===== src/rtl/cnt_rr_sched_if.sv =====
// cnt_rr_sched_if
// Bundles the request side (req, len) and the burst/counter side (ack, owner,
// busy, data, valid, done, out) of the round-robin counter scheduler.
//   master : requester/bench side, drives req and len
//   slave  : scheduler side, drives every status/datapath output
interface cnt_rr_sched_if #(
    parameter int NREQ = 4,
    parameter int W    = 8
);
    localparam int IDW = (NREQ > 1) ? $clog2(NREQ) : 1;

    logic [NREQ-1:0]   req;
    logic [NREQ*W-1:0] len;
    logic [NREQ-1:0]   ack;
    logic [IDW-1:0]    owner;
    logic              busy;
    logic [W-1:0]      data;
    logic              valid;
    logic [NREQ-1:0]   done;
    logic              out;

    modport master (
        output req, len,
        input  ack, owner, busy, data, valid, done, out
    );

    modport slave (
        input  req, len,
        output ack, owner, busy, data, valid, done, out
    );
endinterface


===== src/rtl/cnt_rr_sched.sv =====
// cnt_rr_sched
// Round-robin scheduler sharing one W-bit up-counter among NREQ requesters.
// A granted requester gets a burst of len_i cycles with valid high and data
// counting 0..len_i-1, followed by a one-cycle done pulse.
//
// Ports:
//   clk    clock, rising edge
//   reset  asynchronous, active-high
//   bus    cnt_rr_sched_if.slave: req/len in; ack/owner/busy/data/valid/done/out
//
// state | meaning
// IDLE  | waiting; arbitrates among req starting at ptr
// RUN   | burst in progress, valid high, data counting
// DONE  | one-cycle completion, done[owner] high
module cnt_rr_sched #(
    parameter int NREQ = 4,
    parameter int W    = 8
) (
    input  logic           clk,
    input  logic           reset,
    cnt_rr_sched_if.slave  bus
);
    localparam int IDW = (NREQ > 1) ? $clog2(NREQ) : 1;
    localparam logic [NREQ-1:0] ONE = {{(NREQ-1){1'b0}}, 1'b1};

    typedef enum logic [1:0] {
        IDLE = 2'd0,
        RUN  = 2'd1,
        DONE = 2'd2
    } state_t;

    state_t         state;
    logic [IDW-1:0] ptr;
    logic [W-1:0]   rem;

    logic           gnt_any;
    logic [IDW-1:0] gnt_idx;
    logic [W-1:0]   gnt_len;

    // First set request at or above ptr, wrapping modulo NREQ.
    always_comb begin
        gnt_any = 1'b0;
        gnt_idx = '0;
        for (int k = 0; k < NREQ; k++) begin
            if (!gnt_any && bus.req[(int'(ptr) + k) % NREQ]) begin
                gnt_any = 1'b1;
                gnt_idx = IDW'((int'(ptr) + k) % NREQ);
            end
        end
    end

    assign gnt_len = bus.len[gnt_idx*W +: W];

    // Combinational view of registered state; no flop of its own.
    assign bus.out = bus.valid & bus.data[0];

    always_ff @(posedge clk or posedge reset) begin
        if (reset) begin
            state     <= IDLE;
            ptr       <= '0;
            rem       <= '0;
            bus.ack   <= '0;
            bus.owner <= '0;
            bus.busy  <= 1'b0;
            bus.data  <= '0;
            bus.valid <= 1'b0;
            bus.done  <= '0;
        end else begin
            case (state)
                IDLE: begin
                    if (gnt_any) begin
                        bus.ack   <= ONE << gnt_idx;
                        bus.owner <= gnt_idx;
                        bus.busy  <= 1'b1;
                        bus.data  <= '0;
                        rem       <= gnt_len;
                        if (gnt_len != '0) begin
                            bus.valid <= 1'b1;
                            state     <= RUN;
                        end else begin
                            // Zero-length burst: grant and completion coincide.
                            bus.valid <= 1'b0;
                            bus.done  <= ONE << gnt_idx;
                            state     <= DONE;
                        end
                    end
                end
                RUN: begin
                    bus.ack <= '0;
                    if (rem > W'(1)) begin
                        bus.data <= bus.data + 1'b1;
                        rem      <= rem - 1'b1;
                    end else begin
                        bus.valid <= 1'b0;
                        bus.done  <= ONE << bus.owner;
                        state     <= DONE;
                    end
                end
                DONE: begin
                    bus.ack  <= '0;
                    bus.done <= '0;
                    bus.busy <= 1'b0;
                    ptr      <= (bus.owner == IDW'(NREQ-1)) ? '0 : bus.owner + 1'b1;
                    state    <= IDLE;
                end
                default: state <= IDLE;
            endcase
        end
    end
endmodule

===== src/flat_wrapper.sv =====
// flat-port wrapper written by rule: the top's interface ports become plain ports
module cnt_rr_sched_flat 
#(
    parameter int NREQ = 4,
    parameter int W    = 8
)
  (clk, reset, bus_req, bus_len, bus_ack, bus_owner, bus_busy, bus_data, bus_valid, bus_done, bus_out);
  cnt_rr_sched_if #(.NREQ(NREQ), .W(W)) bus_i ();
  input  logic clk;
  input  logic reset;
  input wire logic [$bits(bus_i.req)-1:0] bus_req;
  input wire logic [$bits(bus_i.len)-1:0] bus_len;
  output wire logic [$bits(bus_i.ack)-1:0] bus_ack;
  output wire logic [$bits(bus_i.owner)-1:0] bus_owner;
  output wire logic [$bits(bus_i.busy)-1:0] bus_busy;
  output wire logic [$bits(bus_i.data)-1:0] bus_data;
  output wire logic [$bits(bus_i.valid)-1:0] bus_valid;
  output wire logic [$bits(bus_i.done)-1:0] bus_done;
  output wire logic [$bits(bus_i.out)-1:0] bus_out;
  assign bus_i.req = bus_req;
  assign bus_i.len = bus_len;
  assign bus_ack = bus_i.ack;
  assign bus_owner = bus_i.owner;
  assign bus_busy = bus_i.busy;
  assign bus_data = bus_i.data;
  assign bus_valid = bus_i.valid;
  assign bus_done = bus_i.done;
  assign bus_out = bus_i.out;
  cnt_rr_sched #(.NREQ(NREQ), .W(W)) u_core (.clk(clk), .reset(reset), .bus(bus_i));
endmodule

===== config.mk =====
export PLATFORM = sky130hd
export DESIGN_NAME = cnt_rr_sched_flat
export DESIGN_NICKNAME = d
export VERILOG_FILES = /design/src/rtl/cnt_rr_sched_if.sv /design/src/rtl/cnt_rr_sched.sv /design/src/flat_wrapper.sv
export SDC_FILE = /design/constraint.sdc
export NUM_CORES = 1
export LEC_CHECK = 0
export ABC_AREA = 1
export CAP_MARGIN = 40
export CORE_AREA = 2 2 77 72
export CTS_BUF_LIST = sky130_fd_sc_hd__clkbuf_16
export DETAILED_ROUTE_END_ITERATION = 16
export DIE_AREA = 0 0 79 74
export PLACE_DENSITY = 0.79
export SKIP_LAST_GASP = 1
export SLEW_MARGIN = 40
export SYNTH_ARGS = -nofsm -noshare
export SYNTH_HDL_FRONTEND = slang
export SYNTH_SLANG_ARGS = --single-unit

===== constraint.sdc =====
create_clock -name clk -period 3 [get_ports clk]
set_input_delay 0.6 -clock clk [delete_from_list [all_inputs] [get_ports clk]]
set_output_delay 0.6 -clock clk [all_outputs]
set_load 0.1 [all_outputs]

# == Yosys cells after proc, flatten, opt, wreduce, memory -nomap -nowiden ==
# Index checks and enable logic that the tools add are counted.
# totals
regBits,32
latchBits,0
ram_bits,0
mem_bits_ro,0
input_bits,38
out_inout_bits,21
memories,0
# op_classes
add_sub_neg,6
mul,0
div,0
order_cmp,5
n_eq_ne,7
shifts,3
muxes,42
bitwise,4
n_reduce_logical,23
# op_table
cell,n
$mux 8,4
$pmux 8 s2,2
$shiftx 32x6->8,1
$mux 2,8
$mux 4,4
$mux 1,15
$lt 3x4->1 const B,3
$pmux 4 s3,1
$add 8x1->8 const B,1
$bmux 1 s2,4
$gt 8x1->1 const B,1
$pmux 4 s2,1
$reduce_and 2->1,4
$reduce_bool 8->1,1
$reduce_or 2->1,4
$shl 1x2->4 const A,2
$sub 8x1->8 const B,1
$reduce_and 3->1,2
$reduce_bool 2->1,3
$add 2x1->2 const B,2
$add 2x2->2 const B,2
$eq 2x2->1 const B,2
$ne 2x1->1 const B,2
$ne 2x2->1 const B,2
11 further kinds,18

# == Depth between registers and ports, before layout ==
# logic_depth
depth_word,19
mapped_depth,21
ltp_nobuf,19

# == Worst setup path after synthesis ==
# No wires, ideal clock.
# synth_timing
path_kind,register to output
from,register u_core.bus.data[0]
to,output port bus_out
t_arrival_ps,1670
setup_slack_ps,730
stages_incl_launch_ff,3
path_buffers,0
cell_sequence,dfrtp_1 > nand2_1 > inv_1
# synth_between
elab_chain_cells,1
# synth_lines
element,line_no,text
start: declaration,cnt_rr_sched_if.sv:29,"output ack, owner, busy, data, valid, done, out"
start signal: assignment,cnt_rr_sched.sv:91,bus.data <= bus.data + 1'b1;
$and 1x1->1,cnt_rr_sched.sv:55,assign bus.out = bus.valid & bus.data[0];
end: declaration,flat_wrapper.sv:19,output wire logic [$bits(bus_i.out)-1:0] bus_out;
# Every way passes these cells.

# == Worst setup path in the final report ==
# layout_timing
from,input port bus_req[1]
to,register u_core.bus.done[2]
# layout_between
elab_chain_cells,16
# layout_lines
element,line_no,text
start: declaration,flat_wrapper.sv:11,input wire logic [$bits(bus_i.req)-1:0] bus_req;
$bmux 1 s2,cnt_rr_sched.sv:45,if (!gnt_any && bus.req[(int'(ptr) + k) % NREQ]) begin
$mux 1 (implied by the code),cnt_rr_sched.sv:45,
$mux 1,cnt_rr_sched.sv:45,
$logic_not 1->1,cnt_rr_sched.sv:45,
$logic_and 1x1->1,cnt_rr_sched.sv:45,
$mux 1,cnt_rr_sched.sv:45,
$logic_not 1->1,cnt_rr_sched.sv:45,
$logic_and 1x1->1,cnt_rr_sched.sv:45,
$mux 1,cnt_rr_sched.sv:45,
$logic_not 1->1,cnt_rr_sched.sv:45,
$logic_and 1x1->1,cnt_rr_sched.sv:45,
$mux 2,cnt_rr_sched.sv:45,
$shiftx 32x6->8 or $shl 1x2->4 (tied branches),"cnt_rr_sched.sv:52, cnt_rr_sched.sv:83",
$reduce_bool 8->1 or $mux 4 (tied branches),cnt_rr_sched.sv:77,if (gnt_len != '0) begin
$ne 2x2->1 (no line) or $mux 4 (tied branches),n/a,
$reduce_and 4->1 (no line) or $pmux 4 s3 (tied branches),n/a,
end signal: assignment,cnt_rr_sched.sv:83,bus.done <= ONE << gnt_idx;
end signal: assignment,cnt_rr_sched.sv:95,bus.done <= ONE << bus.owner;
end: declaration,cnt_rr_sched_if.sv:29,
# Several ways; a longest one is shown, not always the timed one. The select of a mux whose other input is x is not followed.
# A chain may end at the register's enable or synchronous reset.

==> results.sh <==
export IMPL_worstPathCellList="clkdlybuf4s50_1 > inv_1 > nand2_1 > nand3_1 > nand2_1 > inv_2 > nand3b_1 > nand3_1 > nand2_2 > inv_2 > nand2_1 > nand2_1 > nor2_1 > nand2_1 > o21ai_4 > nand2_2 > nand2_1 > nand2_1"
export IMPL_multi_input_area_um2=1400
export IMPL_rsz0062_at_grt="no"
export IMPL_postLayoutCoreUtil_pct=63.2
export IMPL_clock_sinks=32
export IMPL_final_setup_skew_ps=7.69
export IMPL_num_io_pins=59
export IMPL_hold_viol=0
export IMPL_cp_num_buf_inv=4
export IMPL_met1_usage_pct=26.8
export IMPL_fin_area_um2=3200
export IMPL_grt_use_met3_pct=4.00
export IMPL_die_area_um2=5850
export IMPL_nets=465
export IMPL_cts_buffers=5
export IMPL_synth_avg_cell_area_um2=6.91
export IMPL_cts_setup_buffers=0
export IMPL_fin_cells=484
export IMPL_synth_top_family_by_area="simple AND/OR/NAND/NOR gates"
export IMPL_std_cell_rows=25
export IMPL_cts_tree="yes"
export IMPL_status="complete, no violations"
export IMPL_cts_root_buf="clkbuf_16"
export IMPL_startpoint_type="input pin"
export IMPL_slowest_stage="clkdlybuf4s50_1"
export IMPL_first_iter_violations=100
export IMPL_period_needed_ps=2770
export IMPL_cp_data_required_time_ps=3160
export IMPL_r2r_slack_ps=320
export IMPL_cp_common_cell="nand2_1"
export IMPL_end_kind="register"
export IMPL_clock_path_buffers=2
export IMPL_ctsResizeCount=0
export IMPL_worstPathMaxFanout=12
export IMPL_dp_hpwl_mm=4.49
export IMPL_final_layout_size_suffix_gt1_share_pct=15.8
export IMPL_grt_usage_pct=20.2
export IMPL_grt_overflow_total=0
export IMPL_synth_xor_area_share_pct=0.718
export IMPL_grt_pass1_vias=2153
export IMPL_clk_pin_slew_ps=50
export IMPL_gp_congestion=0.843
export IMPL_diodes=0
export IMPL_maxCapViolations=0
export IMPL_tightest_slew_ps=641
export IMPL_ys_seq_elements=32
export IMPL_nFillCells=471
export IMPL_drc_errors=0
export IMPL_fmaxAchievable_ghz=0.361
export IMPL_die_height_um=74
export IMPL_area_growth_pct=31.3
export IMPL_antenna_found_initial=0
export IMPL_cp_top_family="simple AND/OR/NAND/NOR gates"
export IMPL_synth_compound_area_share_pct=12.5
export IMPL_ant_nets=0
export IMPL_critPathArrivalTime_ps=2940
export IMPL_dpl_cell_count=475
export IMPL_start_util_pct=48.1
export IMPL_grt_pass1_wl_mm=9.43
export IMPL_numPortBuffers=58
export IMPL_syn_nets=402
export IMPL_via_count=2480
export IMPL_setup_violations=0
export IMPL_ys_seq_area_share_pct=32.8
export IMPL_slew_viol_final=0
export IMPL_die_w_um=79
export IMPL_viasPerCell=5.12
export IMPL_worstHoldPathType="reg2reg"
export IMPL_yosysWarningCount=0
export IMPL_drt_wirelength_per_cell_um=12.2
export IMPL_cpPeakStageDelay_ps=470
export IMPL_fin_crit_sh_pct=92.4
export IMPL_yosysUniqueCellTypes=35
export IMPL_syn_inst=353
export IMPL_regArea_um2=801
export IMPL_drt_first_pass_iters=4
export IMPL_maxSlewHeadroom_pct=57.3
export IMPL_worstSetupPathType="in2reg"
export IMPL_met2_usage_pct=33.9
export IMPL_yosys_area_share_simple_pct=38.1
export IMPL_grt_max_degree=33
export IMPL_routed_wl_mm=5.90
export IMPL_placed_area_um2=3030
export IMPL_synthAdderAreaFrac_pct=5.64
export IMPL_htree_levels=2
export IMPL_synthMuxAreaShare_pct=0
export IMPL_clk_latency_ps=280
export IMPL_top_usage_layer="met2"
export IMPL_hold_buffers=0
export IMPL_core_area_um2=5070
export IMPL_syn_area_um2=2440
cell families after synthesis:
logic type	after synthesis
adders and majority gates	11
and+or+nand+nor	199
xor gates and xnor gates	2
DFF	32
buffers and inverters	54
AOI/OAI and AO/OA	55
placed cells by master (no fill, tap or decap), types with 2 or more instances in the layout:
cell type / netlist / final
inv_1: 38 / 38
buf_4: 0 / 28
o21ai_0: 31 / 31
clkdlybuf4s50_1: 0 / 37
a21oi_1: 12 / 12
ha_1: 11 / 11
nand3_2: 3 / 4
dfrtp_1: 32 / 32
nor3_1: 6 / 6
nand2_2: 12 / 12
nand3_4: 2 / 2
nand2_1: 118 / 118
a31oi_1: 2 / 2
inv_2: 5 / 5
nand4_1: 13 / 13
nor2_1: 18 / 18
nand3_1: 19 / 19
o21ai_2: 2 / 2
clkbuf_16: 0 / 5
o21ai_1: 4 / 4
nor3b_1: 2 / 2
worst register-to-register path, cell delays in order (launching register included):
cell	delay, ps
dfrtp_1	600
inv_6	100
nand2_1	100
nand2_2	70
o21ai_2	230
nand3b_1	140
nand3_1	80
nand2_2	210
inv_2	150
nand2_1	100
nand2_1	90
nor2_1	110
nand2_1	130
o21ai_4	230
nand2_2	100
nand2_1	80
nand2_1	60
final timing paths:
| kind | from | to | cells past startpoint |
|---|---|---|---|
| setup reg to reg | u_core.ptr[0] | u_core.bus.done[2] | 16 |
| setup / recovery | bus_req[1] | u_core.bus.done[2] | 18 |
| max in group asynchronous | reset | u_core.rem[5] | 3 |
| min in group asynchronous | reset | u_core.bus.data[6] | 3 |
| hold / removal | u_core.bus.ack[1] | u_core.bus.ack[1] | 2 |
| hold reg to reg | u_core.bus.ack[1] | u_core.bus.ack[1] | 2 |
per-layer routing:
metal	up-vias	share of wire [%]
met5	-	0
met4	0	2.1
li1	1279	-
met3	11	5.3
met2	67	46
met1	1123	46
state kept, by name, summed over array words and instances, names as in the netlist:
register	cells
u_core.bus.busy	1
u_core.rem	8
u_core.ptr	2
u_core.bus.ack	4
u_core.state	2
u_core.bus.data	8
u_core.bus.valid	1
u_core.bus.owner	2
u_core.bus.done	4
metrics by stage:
stage	setup WS, ps	hold slack, ps	setup TNS (ps)
global placement	77.3	463	0
CTS	260	487	0
finish	227	482	0
detailed placement	-25.3	473	-33.6
floorplan	730	469	0
global route	7.72	513	0
Yosys cell counts (all sizes together):
master	number	area, µm²
nand4	13	81.3
o31ai	1	7.51
o2111ai	1	8.76
buf	8	70.1
inv	44	170
a22oi	1	7.51
nor3b	2	15.0
and3	1	6.26
a31oi	2	12.5
a21oi	12	60.1
o21ai	38	209
nor2	20	93.8
or3	1	6.26
nand2	131	529
nand3b	1	7.51
clkbuf	2	7.51
xor2	1	8.76
nor3	6	30.0
nand3	24	160
ha	11	138
xnor2	1	8.76
dfrtp	32	801
layout make-up:
type | instances | share of cell area, %
Clock inverter | 3 | 1.33
Inverter | 44 | 5.31
Multi-Input combinational cell | 268 | 43.7
Timing Repair Buffer | 65 | 18.1
Clock buffer | 5 | 3.91
Tap cell | 67 | 2.62
Sequential cell | 32 | 25.0
Power is not shown: default switching activity piles up to over one toggle a cycle in this logic, so the estimate is an artifact.
